===== config.mk =====
export PLATFORM = sky130hd
export DESIGN_NAME = seq_stream_sched_flat
export DESIGN_NICKNAME = d
export VERILOG_FILES = /design/src/rtl/seq_stream_sched_if.sv /design/src/rtl/seq_stream_sched.sv /design/src/flat_wrapper.sv
export SDC_FILE = /design/constraint.sdc
export NUM_CORES = 1
export LEC_CHECK = 0
export ABC_AREA = 0
export CAP_MARGIN = 20
export CORE_MARGIN = 2
export CORE_UTILIZATION = 52
export CTS_CLUSTER_SIZE = 25
export DETAILED_ROUTE_END_ITERATION = 16
export PLACE_DENSITY = 0.86
export SKIP_CTS_REPAIR_TIMING = 1
export SYNTH_ARGS = -nofsm -noshare
export SYNTH_HDL_FRONTEND = slang
export SYNTH_SLANG_ARGS = --single-unit

===== constraint.sdc =====
create_clock -name clk -period 3.5 [get_ports clk]
set_clock_uncertainty 0.1 [all_clocks]
set_input_delay 0.35 -clock clk [delete_from_list [all_inputs] [get_ports clk]]
set_output_delay 0.35 -clock clk [all_outputs]
set_load 0.02 [all_outputs]

===== src/rtl/seq_stream_sched_if.sv =====
// rtl/seq_stream_sched_if.sv - word-in / bit-out handshake and control bundle for seq_stream_sched
interface seq_stream_sched_if #(
    parameter int DATA_W  = 8,
    parameter int PAT_MAX = 8,
    parameter int CNT_W   = 8
);
    logic               enable;
    logic               overlap;
    logic [PAT_MAX-1:0] pat;
    logic [3:0]         pat_len;
    logic [CNT_W-1:0]   thresh;
    logic [DATA_W-1:0]  in_data;
    logic               in_valid;
    logic               in_ready;
    logic               bit_out;
    logic               bit_valid;
    logic               detected;
    logic [CNT_W-1:0]   match_count;
    logic               irq;
    logic               irq_clr;
    logic               count_clr;
    logic               busy;

    modport master (
        output enable, overlap, pat, pat_len, thresh, in_data, in_valid, irq_clr, count_clr,
        input  in_ready, bit_out, bit_valid, detected, match_count, irq, busy
    );

    modport slave (
        input  enable, overlap, pat, pat_len, thresh, in_data, in_valid, irq_clr, count_clr,
        output in_ready, bit_out, bit_valid, detected, match_count, irq, busy
    );
endinterface


===== src/rtl/seq_stream_sched.sv =====
// rtl/seq_stream_sched.sv - word serializer with programmable serial pattern detector and threshold irq
module seq_stream_sched #(
    parameter int DATA_W  = 8,
    parameter int PAT_MAX = 8,
    parameter int CNT_W   = 8
) (
    input  logic              clk,
    input  logic              reset,
    seq_stream_sched_if.slave bus
);
    localparam int IDX_W = (DATA_W > 1) ? $clog2(DATA_W) : 1;
    localparam int LEN_W = $clog2(PAT_MAX + 1);

    typedef enum logic {S_IDLE, S_SHIFT} state_t;

    state_t             state_q;
    logic [DATA_W-1:0]  word_q;
    logic [IDX_W-1:0]   idx_q;
    logic [IDX_W-1:0]   idx_nxt;
    logic [PAT_MAX-1:0] pat_q;
    logic [LEN_W-1:0]   len_q;
    logic               ovl_q;
    logic               bit_out_q;
    logic               bit_valid_q;
    logic               busy_q;

    logic [PAT_MAX-1:0] hist_q;
    logic [LEN_W-1:0]   seen_q;
    logic               detected_q;
    logic [CNT_W-1:0]   count_q;
    logic [CNT_W-1:0]   count_d;
    logic               irq_q;
    logic               irq_set;

    logic               last_bit;
    logic               accept;
    logic [LEN_W-1:0]   len_clamped;
    logic [PAT_MAX-1:0] hist_upd;
    logic [LEN_W-1:0]   seen_upd;
    logic [PAT_MAX-1:0] pat_mask;
    logic               match;

    // A new word may be taken in IDLE or on the final bit of the current word, which keeps
    // back-to-back words gapless. Reset gates in_ready so every output reads 0 while held.
    assign last_bit     = (state_q == S_SHIFT) && (idx_q == '0);
    assign bus.in_ready = reset & bus.enable & ((state_q == S_IDLE) | last_bit);
    assign accept       = bus.in_valid & bus.in_ready;
    assign idx_nxt      = idx_q - 1'b1;

    // Clamp the requested pattern length to what the history register can hold.
    always_comb begin
        len_clamped = LEN_W'(PAT_MAX);
        if (int'(bus.pat_len) <= PAT_MAX) begin
            len_clamped = LEN_W'(bus.pat_len);
        end
    end

    // Match against the history as it will look after absorbing the bit currently on bit_out.
    always_comb begin
        hist_upd = {hist_q[PAT_MAX-2:0], bit_out_q};
        seen_upd = (seen_q >= LEN_W'(PAT_MAX)) ? LEN_W'(PAT_MAX) : seen_q + 1'b1;
        for (int i = 0; i < PAT_MAX; i++) begin
            pat_mask[i] = (i < int'(len_q));
        end
        match = bit_valid_q && (len_q != '0) && (seen_upd >= len_q) &&
                ((hist_upd & pat_mask) == (pat_q & pat_mask));
    end

    // Saturating detection count; a clear overrides an increment landing in the same cycle.
    always_comb begin
        count_d = count_q;
        if (bus.count_clr) begin
            count_d = '0;
        end else if (match && (count_q != '1)) begin
            count_d = count_q + 1'b1;
        end
        irq_set = (bus.thresh != '0) && (count_d != count_q) && (count_d == bus.thresh);
    end

    // Serializer FSM: config is captured only at acceptance so mid-word changes are ignored.
    always_ff @(posedge clk or negedge reset) begin
        if (!reset) begin
            state_q     <= S_IDLE;
            word_q      <= '0;
            idx_q       <= '0;
            pat_q       <= '0;
            len_q       <= '0;
            ovl_q       <= 1'b0;
            bit_out_q   <= 1'b0;
            bit_valid_q <= 1'b0;
            busy_q      <= 1'b0;
        end else if (accept) begin
            state_q     <= S_SHIFT;
            word_q      <= bus.in_data;
            idx_q       <= IDX_W'(DATA_W - 1);
            pat_q       <= bus.pat;
            len_q       <= len_clamped;
            ovl_q       <= bus.overlap;
            bit_out_q   <= bus.in_data[DATA_W-1];
            bit_valid_q <= 1'b1;
            busy_q      <= 1'b1;
        end else if ((state_q == S_SHIFT) && !last_bit) begin
            idx_q       <= idx_nxt;
            bit_out_q   <= word_q[idx_nxt];
        end else begin
            state_q     <= S_IDLE;
            bit_out_q   <= 1'b0;
            bit_valid_q <= 1'b0;
            busy_q      <= 1'b0;
        end
    end

    // Matcher history, detection pulse, counter and sticky irq (set beats a concurrent clear).
    always_ff @(posedge clk or negedge reset) begin
        if (!reset) begin
            hist_q     <= '0;
            seen_q     <= '0;
            detected_q <= 1'b0;
            count_q    <= '0;
            irq_q      <= 1'b0;
        end else begin
            detected_q <= 1'b0;
            if (bus.count_clr) begin
                hist_q <= '0;
                seen_q <= '0;
            end else if (bit_valid_q) begin
                hist_q     <= hist_upd;
                seen_q     <= (match && !ovl_q) ? '0 : seen_upd;
                detected_q <= match;
            end
            count_q <= count_d;
            irq_q   <= irq_set | (irq_q & ~bus.irq_clr);
        end
    end

    assign bus.bit_out     = bit_out_q;
    assign bus.bit_valid   = bit_valid_q;
    assign bus.busy        = busy_q;
    assign bus.detected    = detected_q;
    assign bus.match_count = count_q;
    assign bus.irq         = irq_q;
endmodule

===== src/flat_wrapper.sv =====
// flat-port wrapper written by rule: the top's interface ports become plain ports
module seq_stream_sched_flat 
#(
    parameter int DATA_W  = 8,
    parameter int PAT_MAX = 8,
    parameter int CNT_W   = 8
)
  (clk, reset, bus_enable, bus_overlap, bus_pat, bus_pat_len, bus_thresh, bus_in_data, bus_in_valid, bus_irq_clr, bus_count_clr, bus_in_ready, bus_bit_out, bus_bit_valid, bus_detected, bus_match_count, bus_irq, bus_busy);
  seq_stream_sched_if #(.DATA_W(DATA_W), .PAT_MAX(PAT_MAX), .CNT_W(CNT_W)) bus_i ();
  input  logic clk;
  input  logic reset;
  input wire logic [$bits(bus_i.enable)-1:0] bus_enable;
  input wire logic [$bits(bus_i.overlap)-1:0] bus_overlap;
  input wire logic [$bits(bus_i.pat)-1:0] bus_pat;
  input wire logic [$bits(bus_i.pat_len)-1:0] bus_pat_len;
  input wire logic [$bits(bus_i.thresh)-1:0] bus_thresh;
  input wire logic [$bits(bus_i.in_data)-1:0] bus_in_data;
  input wire logic [$bits(bus_i.in_valid)-1:0] bus_in_valid;
  input wire logic [$bits(bus_i.irq_clr)-1:0] bus_irq_clr;
  input wire logic [$bits(bus_i.count_clr)-1:0] bus_count_clr;
  output wire logic [$bits(bus_i.in_ready)-1:0] bus_in_ready;
  output wire logic [$bits(bus_i.bit_out)-1:0] bus_bit_out;
  output wire logic [$bits(bus_i.bit_valid)-1:0] bus_bit_valid;
  output wire logic [$bits(bus_i.detected)-1:0] bus_detected;
  output wire logic [$bits(bus_i.match_count)-1:0] bus_match_count;
  output wire logic [$bits(bus_i.irq)-1:0] bus_irq;
  output wire logic [$bits(bus_i.busy)-1:0] bus_busy;
  assign bus_i.enable = bus_enable;
  assign bus_i.overlap = bus_overlap;
  assign bus_i.pat = bus_pat;
  assign bus_i.pat_len = bus_pat_len;
  assign bus_i.thresh = bus_thresh;
  assign bus_i.in_data = bus_in_data;
  assign bus_i.in_valid = bus_in_valid;
  assign bus_i.irq_clr = bus_irq_clr;
  assign bus_i.count_clr = bus_count_clr;
  assign bus_in_ready = bus_i.in_ready;
  assign bus_bit_out = bus_i.bit_out;
  assign bus_bit_valid = bus_i.bit_valid;
  assign bus_detected = bus_i.detected;
  assign bus_match_count = bus_i.match_count;
  assign bus_irq = bus_i.irq;
  assign bus_busy = bus_i.busy;
  seq_stream_sched #(.DATA_W(DATA_W), .PAT_MAX(PAT_MAX), .CNT_W(CNT_W)) u_core (.clk(clk), .reset(reset), .bus(bus_i));
endmodule

==> results.ini, run 1 <==
[run_status]
outcome=finished, final reports clean

[power]
combPwrFrac=0.420
p_per_area_mw_per_mm2=642.1
vdd_drop_max_mv=0.3609
swShare=0.3784
p_seq_frac=0.419
p_leak_nw=1.458
totalPowerFinal_mw=2.061
internal_power_mw=1.281
power_switching_uw=780.0
power_frac_clock=0.161

[timing]
hold_viol=0
max_freq_mhz=325.5
slew_headroom=0.5760
setup_viol=0
slew_violations=0
min_period_ns=3.073
rsz0062_at_grt=false
fin_setup_tns_ns=0
fin_crit_sh=0.8779
max_slew.worst_pin.slew_ns=0.6345

[die]
io_pins=49
start_util=0.5403
fp.dieArea_sq_mm=0.005518
num_rows=25
die_height_um=74.29
coreArea_sq_mm=0.004755
die_w_um=74.29

[detailed_routing]
drtIter0Drc=53
ant_nets=0
num_vias=1999
route.detailed.drc=0
firstDrtPassIters=4
vias_per_cell=5.261
drt_wl_total_mm=5.334
wire_per_inst_um=14.04

[critical_path]
startpoint=u_core.seen_q[0]
crit_path_start_kind=flip-flop
critical_path_class=flip-flop to flip-flop
critPathCaptureType=flip-flop
crit-reg2reg-launch=u_core.seen_q[0]
critical_path_arrival_ns=3.17
reg2reg_slack_ns=0.43
reg2regPathDepth=12
required_ns=3.59
r2r-end=u_core.bus.irq
cp_max_fo=6

[synth]
synth_area_per_cell_sq_um=9.767
yosysMostFrequentCell=nand2_1
synth-edff-count=0
ys.flop_type=dfrtp_1
synth_seq_cells=47
synth_commonest_cells=nand2_1, dfrtp_1, nor2_1
netlist_area_sq_mm=0.002569
yosys-top-cells-area=dfrtp_1, nand2_1, xnor2_1
synthArstFlopShare=1.000
ys_warn_count=0
synth_top_area_share=0.4579
seq_area_frac_synth=0.4579
yosysUniqueCellTypes=44
yosysTopAreaCell=dfrtp_1
synth.net_count=307
syn_inst=263

[global_route]
grt_pass1_wl_mm=9.715
grt_max_degree=48
antenna_found_initial=0
grt_pass1_vias=2139
grt_overflow=0
grt_usage=0.2270

[placed_design]
placed_cells=373
gp_congestion=0.8996
io_buffers=48
place_hpwl_mm=3.941

[finish]
syn_to_final_growth_pct=24.99
num_antenna_cells=0
finalNonFillerCells=380
utilization=0.6753
drive_above_1_share=0.09585
nNetsFinal=357

[clock_tree]
clkLatencyLatePin_ns=0.30
cts_max_path_buffers=2
cts_made_buffers=5
clkTransAtPathRegs_ns=0.08
htreeDepth=2
clockRootBuffer=clkbuf_8
cts_num_sinks=47
cts_tree=done

[min_path]
min_path_type=input port to asynchronous set/reset pin

[flow_run]
drv_cap=0

-- registers in the layout (all words and copies together) (netlist names) --
| register | cells |
|---|---|
| u_core.bus.match_count | 8 |
| u_core.pat_q | 8 |
| u_core.word_q | 8 |
| u_core.hist_q | 7 |
| u_core.len_q | 4 |
| u_core.seen_q | 4 |
| u_core.idx_q | 3 |
| u_core.bus.bit_out | 1 |
| u_core.bus.bit_valid | 1 |
| u_core.bus.detected | 1 |
| u_core.bus.irq | 1 |
| u_core.ovl_q | 1 |
-- layer usage --
layer  vias up  wire, um  part of all wire  track usage
met3        10       222             0.042      0.04336
met2        46      2556              0.48       0.3829
met1       945      2482              0.47       0.2975
met4         0        72             0.013      0.07341
li1        998         -                 -            -
met5         -         0                 0            0
-- area by class of cell --
class,count,area (sq um)
repair buffers,53,513.0
clock inverters,1,5.005
inverters,11,41.29
clock buffers,6,82.58
well taps,67,83.83
flip-flops and latches,47,1176
fillers,400,1544
multi-input cells,195,1309
-- worst max-delay path: stages, from the launching register on --
cell,delay (ns)
dfrtp_1,0.41
inv_1,0.07
ha_1,0.30
nor2b_1,0.15
ha_1,0.28
a211o_1,0.28
a21oi_2,0.31
buf_4,0.22
nor4b_2,0.06
mux2_4,0.32
xnor2_1,0.11
and3_1,0.14
a41o_1,0.23
-- metrics by stage --
step | setup WS [ns] | cell area, sq um | hold WS, ns
6_report | 0.4274 | 3211 | 0.08364
5_1_grt | 0.2595 | 3211 | 0.1501
4_1_cts | 0.4342 | 3211 | 0.1030
3_5_place_dp | 0.4562 | 3123 | 0.3581
3_3_place_gp | 0.5503 | 3123 | 0.3534
2_1_floorplan | 0.5916 | 2569 | -0.04559
-- kinds of logic after synthesis --
group	share of synthesized area
AOI/OAI and AO/OA	0.08573
xor gates and xnor gates	0.06137
adders and majority gates	0.04384
buffers and inverters	0.03264
DFF	0.4579
muxes	0.07598
and+or+nand+nor	0.2426
-- power by group through the flow --
stage / clock network, mW / registers, mW / logic (mW)
3_3_place_gp: 0 / 0.856 / 0.834
5_1_grt: 0.362 / 0.889 / 0.972
2_1_floorplan: 0 / 0.849 / 0.623
6_report: 0.331 / 0.864 / 0.867
4_1_cts: 0.339 / 0.863 / 0.872
3_5_place_dp: 0 / 0.873 / 0.865
-- how the worst max path moves through the flow --
stage	cells after the start	slack, ns	endpoint
4_1_cts	12	0.43	u_core.bus.irq
5_1_grt	12	0.26	u_core.bus.irq
3_5_place_dp	12	0.46	u_core.bus.irq
6_report	12	0.43	u_core.bus.irq
2_1_floorplan	11	0.59	u_core.bus.irq
3_3_place_gp	11	0.55	u_core.bus.irq
-- placed cells by master (no fill, tap or decap), types with 5 or more instances in the layout --
master / Yosys / layout
mux2i_1: 9 / 9
xnor2_1: 18 / 18
inv_1: 11 / 11
o21ai_0: 8 / 8
buf_4: 1 / 5
and3_1: 7 / 7
clkdlybuf4s50_1: 0 / 47
nor2_1: 21 / 21
clkbuf_8: 0 / 6
nor2b_1: 8 / 8
ha_1: 9 / 9
nand2_1: 58 / 58
dfrtp_1: 47 / 47
Power figures use the tool's default switching activity.
==> run 2, diff against run 1 <==
Settings changed: CORE_MARGIN 2 to 4, CTS_CLUSTER_SIZE 25 to 40.
==> run 2 against run 1 <==
Against the previous run: setup slack worse by 0.075 ns; die area is 11% higher; non-clock buffer count is 1 lower; largest cell class unchanged; highest routed layer unchanged; final area is 0.23% lower.
==> results.ini, run 2 (synthesized netlist as in run 1, its figures left out) <==
[run_status]
outcome=finished, final reports clean  ; unchanged

[clock_tree]
clockRootBuffer=clkbuf_8  ; unchanged
htreeDepth=2  ; unchanged
cts_tree=done  ; unchanged
cts_made_buffers=5  ; unchanged
clkTransAtPathRegs_ns=0.08  ; about the same
cts_num_sinks=47  ; unchanged
clkLatencyLatePin_ns=0.29  ; was 0.30 ns
cts_max_path_buffers=2  ; unchanged

[global_route]
grt_overflow=0  ; unchanged
grt_usage=0.1931  ; was 0.2270
antenna_found_initial=0  ; unchanged
grt_pass1_vias=2003  ; was 2139
grt_pass1_wl_mm=9.377  ; was 9.715 mm
grt_max_degree=48  ; unchanged

[detailed_routing]
firstDrtPassIters=4  ; unchanged
num_vias=2042  ; was 1999
drt_wl_total_mm=5.591  ; was 5.334 mm
drtIter0Drc=103  ; was 53
vias_per_cell=5.388  ; was 5.261
ant_nets=0  ; unchanged
wire_per_inst_um=14.75  ; was 14.04 um
route.detailed.drc=0  ; unchanged

[timing]
holdWs_ns=0.1042  ; was 0.08364 ns
setup_viol=0  ; unchanged
max_freq_mhz=317.8  ; was 325.5 MHz
fin_crit_sh=0.8992  ; was 0.8779
rsz0062_at_grt=false  ; unchanged
min_period_ns=3.147  ; was 3.073 ns
slew_headroom=0.5576  ; was 0.5760
hold_viol=0  ; unchanged
slew_violations=0  ; unchanged
fin_setup_tns_ns=0  ; unchanged
max_slew.worst_pin.slew_ns=0.6620  ; was 0.6345 ns

[die]
num_rows=25  ; unchanged
start_util=0.5403  ; unchanged
io_pins=49  ; unchanged
fp.dieArea_sq_mm=0.006129  ; was 0.005518 sq mm
die_w_um=78.29  ; was 74.29 um
die_height_um=78.29  ; was 74.29 um
coreArea_sq_mm=0.004755  ; unchanged

[placed_design]
io_buffers=48  ; unchanged
place_hpwl_mm=4.073  ; was 3.941 mm
gp_congestion=0.8569  ; was 0.8996

[finish]
nNetsFinal=356  ; was 357
final_common_cell=nand2_1  ; unchanged
drive_above_1_share=0.09295  ; was 0.09585
syn_to_final_growth_pct=24.70  ; was 24.99%
num_antenna_cells=0  ; unchanged
layout_common_cells=nand2_1, clkdlybuf4s50_1, dfrtp_1  ; unchanged
utilization=0.6737  ; was 0.6753
fillers=404  ; was 400

[critical_path]
required_ns=3.59  ; about the same
reg2reg_slack_ns=0.35  ; was 0.43 ns
crit_path_start_kind=flip-flop  ; unchanged
reg2regPathDepth=11  ; was 12
critPathCaptureType=flip-flop  ; unchanged
worst_setup_path_endpoint=u_core.bus.irq  ; unchanged
crit-reg2reg-launch=u_core.seen_q[0]  ; unchanged
cpMostUsedCell=ha_1  ; unchanged
r2r-end=u_core.bus.irq  ; unchanged
crit_slowest_cell=a21oi_2  ; was dfrtp_1
startpoint=u_core.seen_q[0]  ; unchanged
critical_path_arrival_ns=3.23  ; was 3.17 ns
cpPeakStageDelay_ns=0.50  ; was 0.41 ns
cp_max_fo=8  ; was 6
critical_path_class=flip-flop to flip-flop  ; unchanged
cp_cell_sequence=inv_1 > ha_1 > nor2b_1 > ha_1 > a211o_1 > a21oi_2 > nor4_2 > mux2_2 > xnor2_1 > and4_1 > a41o_1  ; was inv_1 > ha_1 > nor2b_1 > ha_1 > a211o_1 > a21oi_2 > buf_4 > nor4b_2 > mux2_4 > xnor2_1 > and3_1 > a41o_1

[power]
vdd_drop_max_mv=0.3738  ; was 0.3609 mV
p_leak_nw=1.454  ; was 1.458 nW
p_per_area_mw_per_mm2=635.0  ; was 642.1 mW/mm^2
totalPowerFinal_mw=2.034  ; was 2.061 mW

[flow_run]
drv_cap=0  ; unchanged

[min_path]
min_path_type=input port to asynchronous set/reset pin  ; unchanged

-- run 2: cell count changes in the layout (fill, tap and decap cells not counted), sizes merged --
cell / before / now
buf: 6 / 5
-- run 2: worst min-delay path by stage --
stage | end | cells after the start
finish | u_core.pat_q[2] | 2
global route | u_core.pat_q[1] | 2
CTS | u_core.pat_q[2] | 2
detailed placement | u_core.word_q[6] | 2
global placement | u_core.word_q[5] | 2
floorplan | u_core.bus.bit_out | 0
-- run 2: cell type report --
class                      count  area, sq um  area share
sequential                    47         1176      0.3672
inverter                      11        41.29     0.01289
tap                           67        83.83     0.02617
multi-input combinational    195         1309      0.4086
timing repair buffer          52        505.5      0.1578
clock buffer                   6        82.58     0.02578
clock inverter                 1        5.005    0.001563
-- run 2: power by group --
| group | switching [mW] | leakage (nW) | internal [mW] |
|---|---|---|---|
| clock network | 0.175 | 0.0470 | 0.155 |
| logic | 0.450 | 0.794 | 0.400 |
| registers | 0.144 | 0.612 | 0.711 |
-- run 2: worst max-delay path, delay by kind of cell (launching register included) --
family	cells	cell delay, ns
XOR/XNOR	1	0.14
AO/OA/AOI/OAI	3	0.95
AND/OR/NAND/NOR	3	0.51
flip-flops	1	0.42
multiplexers	1	0.33
buffers and inverters	1	0.06
adder cells (fa/ha/maj)	2	0.53
-- run 2: per-stage QoR --
stage	std cells	worst slack, ns	cell area, sq um
3_3_place_gp	372	0.4522	3115
2_1_floorplan	263	0.5916	2569
4_1_cts	379	0.3381	3203
5_1_grt	379	0.2229	3203
3_5_place_dp	372	0.3567	3115
6_report	379	0.3529	3203
-- run 2: routing by layer --
metal  GRT usage  up-vias  part of all wire
met4     0.06294        0             0.014
met3     0.04014        9             0.055
met1      0.2526      968              0.45
li1            -      995                 -
met5           0        -                 0
met2      0.3211       70              0.48
==> run 3, diff against run 2 <==
Settings changed: SLEW_MARGIN from default to 20.
Clock period 3.5 ns to 3.3 ns, I/O delays scaled along.
==> run 3 against run 2 <==
Against the previous run: clock power up 5%; critical path depth up 1; combinational power up 8.6%; highest routed layer unchanged; utilization up 0.32 points; flip-flop and latch count unchanged; critical endpoint unchanged.
==> results.ini, run 3 (synthesized netlist as in run 1, its figures left out) <==
[finish]
final_common_cell=nand2_1  ; unchanged
drive_above_1_share=0.09873  ; was 0.09295
syn_to_final_growth_pct=25.28  ; was 24.70%
fillers=393  ; was 404
nNetsFinal=358  ; was 356
multiInputGateArea_sq_mm=0.001309  ; unchanged
utilization=0.6768  ; was 0.6737
num_antenna_cells=0  ; unchanged
layout_common_cells=nand2_1, clkdlybuf4s50_1, dfrtp_1  ; unchanged
regArea_sq_mm=0.001176  ; unchanged

[critical_path]
crit-reg2reg-launch=u_core.seen_q[0]  ; unchanged
cp_top_family=simple AND/OR/NAND/NOR gates  ; was compound AO/OA/AOI/OAI gates
cpPeakStageDelay_ns=0.42  ; was 0.50 ns
path_buf_inv=2  ; was 1
cp_cell_sequence=inv_1 > ha_1 > nor2b_1 > ha_1 > a211o_1 > a21oi_2 > buf_4 > nor4_2 > mux2_2 > xnor2_1 > and4_1 > a41o_1  ; was inv_1 > ha_1 > nor2b_1 > ha_1 > a211o_1 > a21oi_2 > nor4_2 > mux2_2 > xnor2_1 > and4_1 > a41o_1
cp_max_fo=8  ; unchanged
required_ns=3.39  ; was 3.59 ns
worst_setup_path_endpoint=u_core.bus.irq  ; unchanged
critical_path_arrival_ns=3.05  ; was 3.23 ns
critical_path_class=flip-flop to flip-flop  ; unchanged
reg2reg_slack_ns=0.34  ; was 0.35 ns
path_depth=12  ; was 11
reg2regPathDepth=12  ; was 11
critPathCaptureType=flip-flop  ; unchanged
crit_path_start_kind=flip-flop  ; unchanged
startpoint=u_core.seen_q[0]  ; unchanged
cpMostUsedCell=ha_1  ; unchanged
r2r-end=u_core.bus.irq  ; unchanged
crit_slowest_cell=dfrtp_1  ; was a21oi_2

[timing]
slew_headroom=0.5672  ; was 0.5576
fin_ws_ns=0.3404  ; was 0.3529 ns
slew_violations=0  ; unchanged
fin_crit_sh=0.8969  ; was 0.8992
setup_viol=0  ; unchanged
hold_viol=0  ; unchanged
max_freq_mhz=337.9  ; was 317.8 MHz
max_slew.worst_pin.slew_ns=0.6476  ; was 0.6620 ns
rsz0062_at_grt=false  ; unchanged
fin_setup_tns_ns=0  ; unchanged
min_period_ns=2.960  ; was 3.147 ns

[run_status]
outcome=finished, final reports clean  ; unchanged

[detailed_routing]
wl_met2_mm=2.636  ; was 2.707 mm
wl_met3_um=256  ; was 305 um
firstDrtPassIters=4  ; unchanged
num_vias=2009  ; was 2042
drt_wl_total_mm=5.331  ; was 5.591 mm
route.detailed.drc=0  ; unchanged
drtIter0Drc=85  ; was 103
highest_layer=met4  ; unchanged
met1_length_mm=2.360  ; was 2.497 mm
ant_nets=0  ; unchanged
wire_per_inst_um=13.99  ; was 14.75 um
vias_per_cell=5.273  ; was 5.388

[die]
start_util=0.5403  ; unchanged
fp.dieArea_sq_mm=0.006129  ; unchanged
die_height_um=78.29  ; unchanged
coreArea_sq_mm=0.004755  ; unchanged
io_pins=49  ; unchanged
num_rows=25  ; unchanged
die_w_um=78.29  ; unchanged

[power]
p_leak_nw=1.463  ; was 1.454 nW
p_per_area_mw_per_mm2=677.3  ; was 635.0 mW/mm^2
vdd_drop_max_mv=0.4661  ; was 0.3738 mV

[global_route]
antenna_found_initial=0  ; unchanged
grt_pass1_wl_mm=9.225  ; was 9.377 mm
grt_pass1_vias=2053  ; was 2003
grt_overflow=0  ; unchanged
grt_usage=0.1889  ; was 0.1931
grt_max_degree=48  ; unchanged

[placed_design]
dp_slack_ns=0.3406  ; was 0.3567 ns
gp_congestion=0.8495  ; was 0.8569
io_buffers=48  ; unchanged
place_hpwl_mm=4.016  ; was 4.073 mm

[min_path]
min_path_type=input port to asynchronous set/reset pin  ; unchanged

[flow_run]
drv_cap=0  ; unchanged

[clock_tree]
cts_tree=done  ; unchanged
cts_max_path_buffers=2  ; unchanged
cts_made_buffers=5  ; unchanged
cts_num_sinks=47  ; unchanged
clkLatencyLatePin_ns=0.30  ; was 0.29 ns
clockRootBuffer=clkbuf_8  ; unchanged
htreeDepth=2  ; unchanged
clkTransAtPathRegs_ns=0.08  ; about the same

[run 3: area by class of cell]
| class | count | area share |
|---|---|---|
| Inverter | 11 | 0.01283 |
| Tap cell | 67 | 0.02605 |
| Multi-Input combinational cell | 195 | 0.4067 |
| Timing Repair Buffer | 54 | 0.1617 |
| Sequential cell | 47 | 0.3655 |
| Clock inverter | 1 | 0.001555 |
| Clock buffer | 6 | 0.02566 |
[run 3: how the worst min path moves through the flow]
stage	to	slack, ns	cells past startpoint	startpoint
global placement	u_core.word_q[3]	0.35	2	u_core.word_q[3]
finish	u_core.pat_q[1]	0.08	2	reset
global route	u_core.idx_q[0]	0.12	2	reset
detailed placement	u_core.word_q[4]	0.37	2	u_core.word_q[4]
floorplan	u_core.bus.bit_out	-0.07	0	reset
CTS	u_core.pat_q[2]	0.09	2	reset
[run 3: power breakdown]
part           switching, mW  internal (mW)
clock                  0.183          0.165
combinational          0.474          0.448
sequential             0.156          0.754
[run 3: layer usage]
layer  vias to the layer above  global-route usage
met2                        49              0.3296
met4                         0             0.06993
met1                       954              0.2335
met5                         -                   0
li1                        998                   -
met3                         8             0.03440
[run 3: per-stage QoR]
step / hold slack [ns] / power, mW / instance area [sq um] / cells
final: 0.07603 / 2.180 / 3218 / 381
after global routing: 0.1198 / 2.344 / 3218 / 381
after CTS: 0.08933 / 2.199 / 3218 / 381
after detailed placement: 0.3691 / 1.847 / 3131 / 374
after global placement: 0.3533 / 1.805 / 3131 / 374
after floorplan: -0.06559 / 1.561 / 2569 / 263
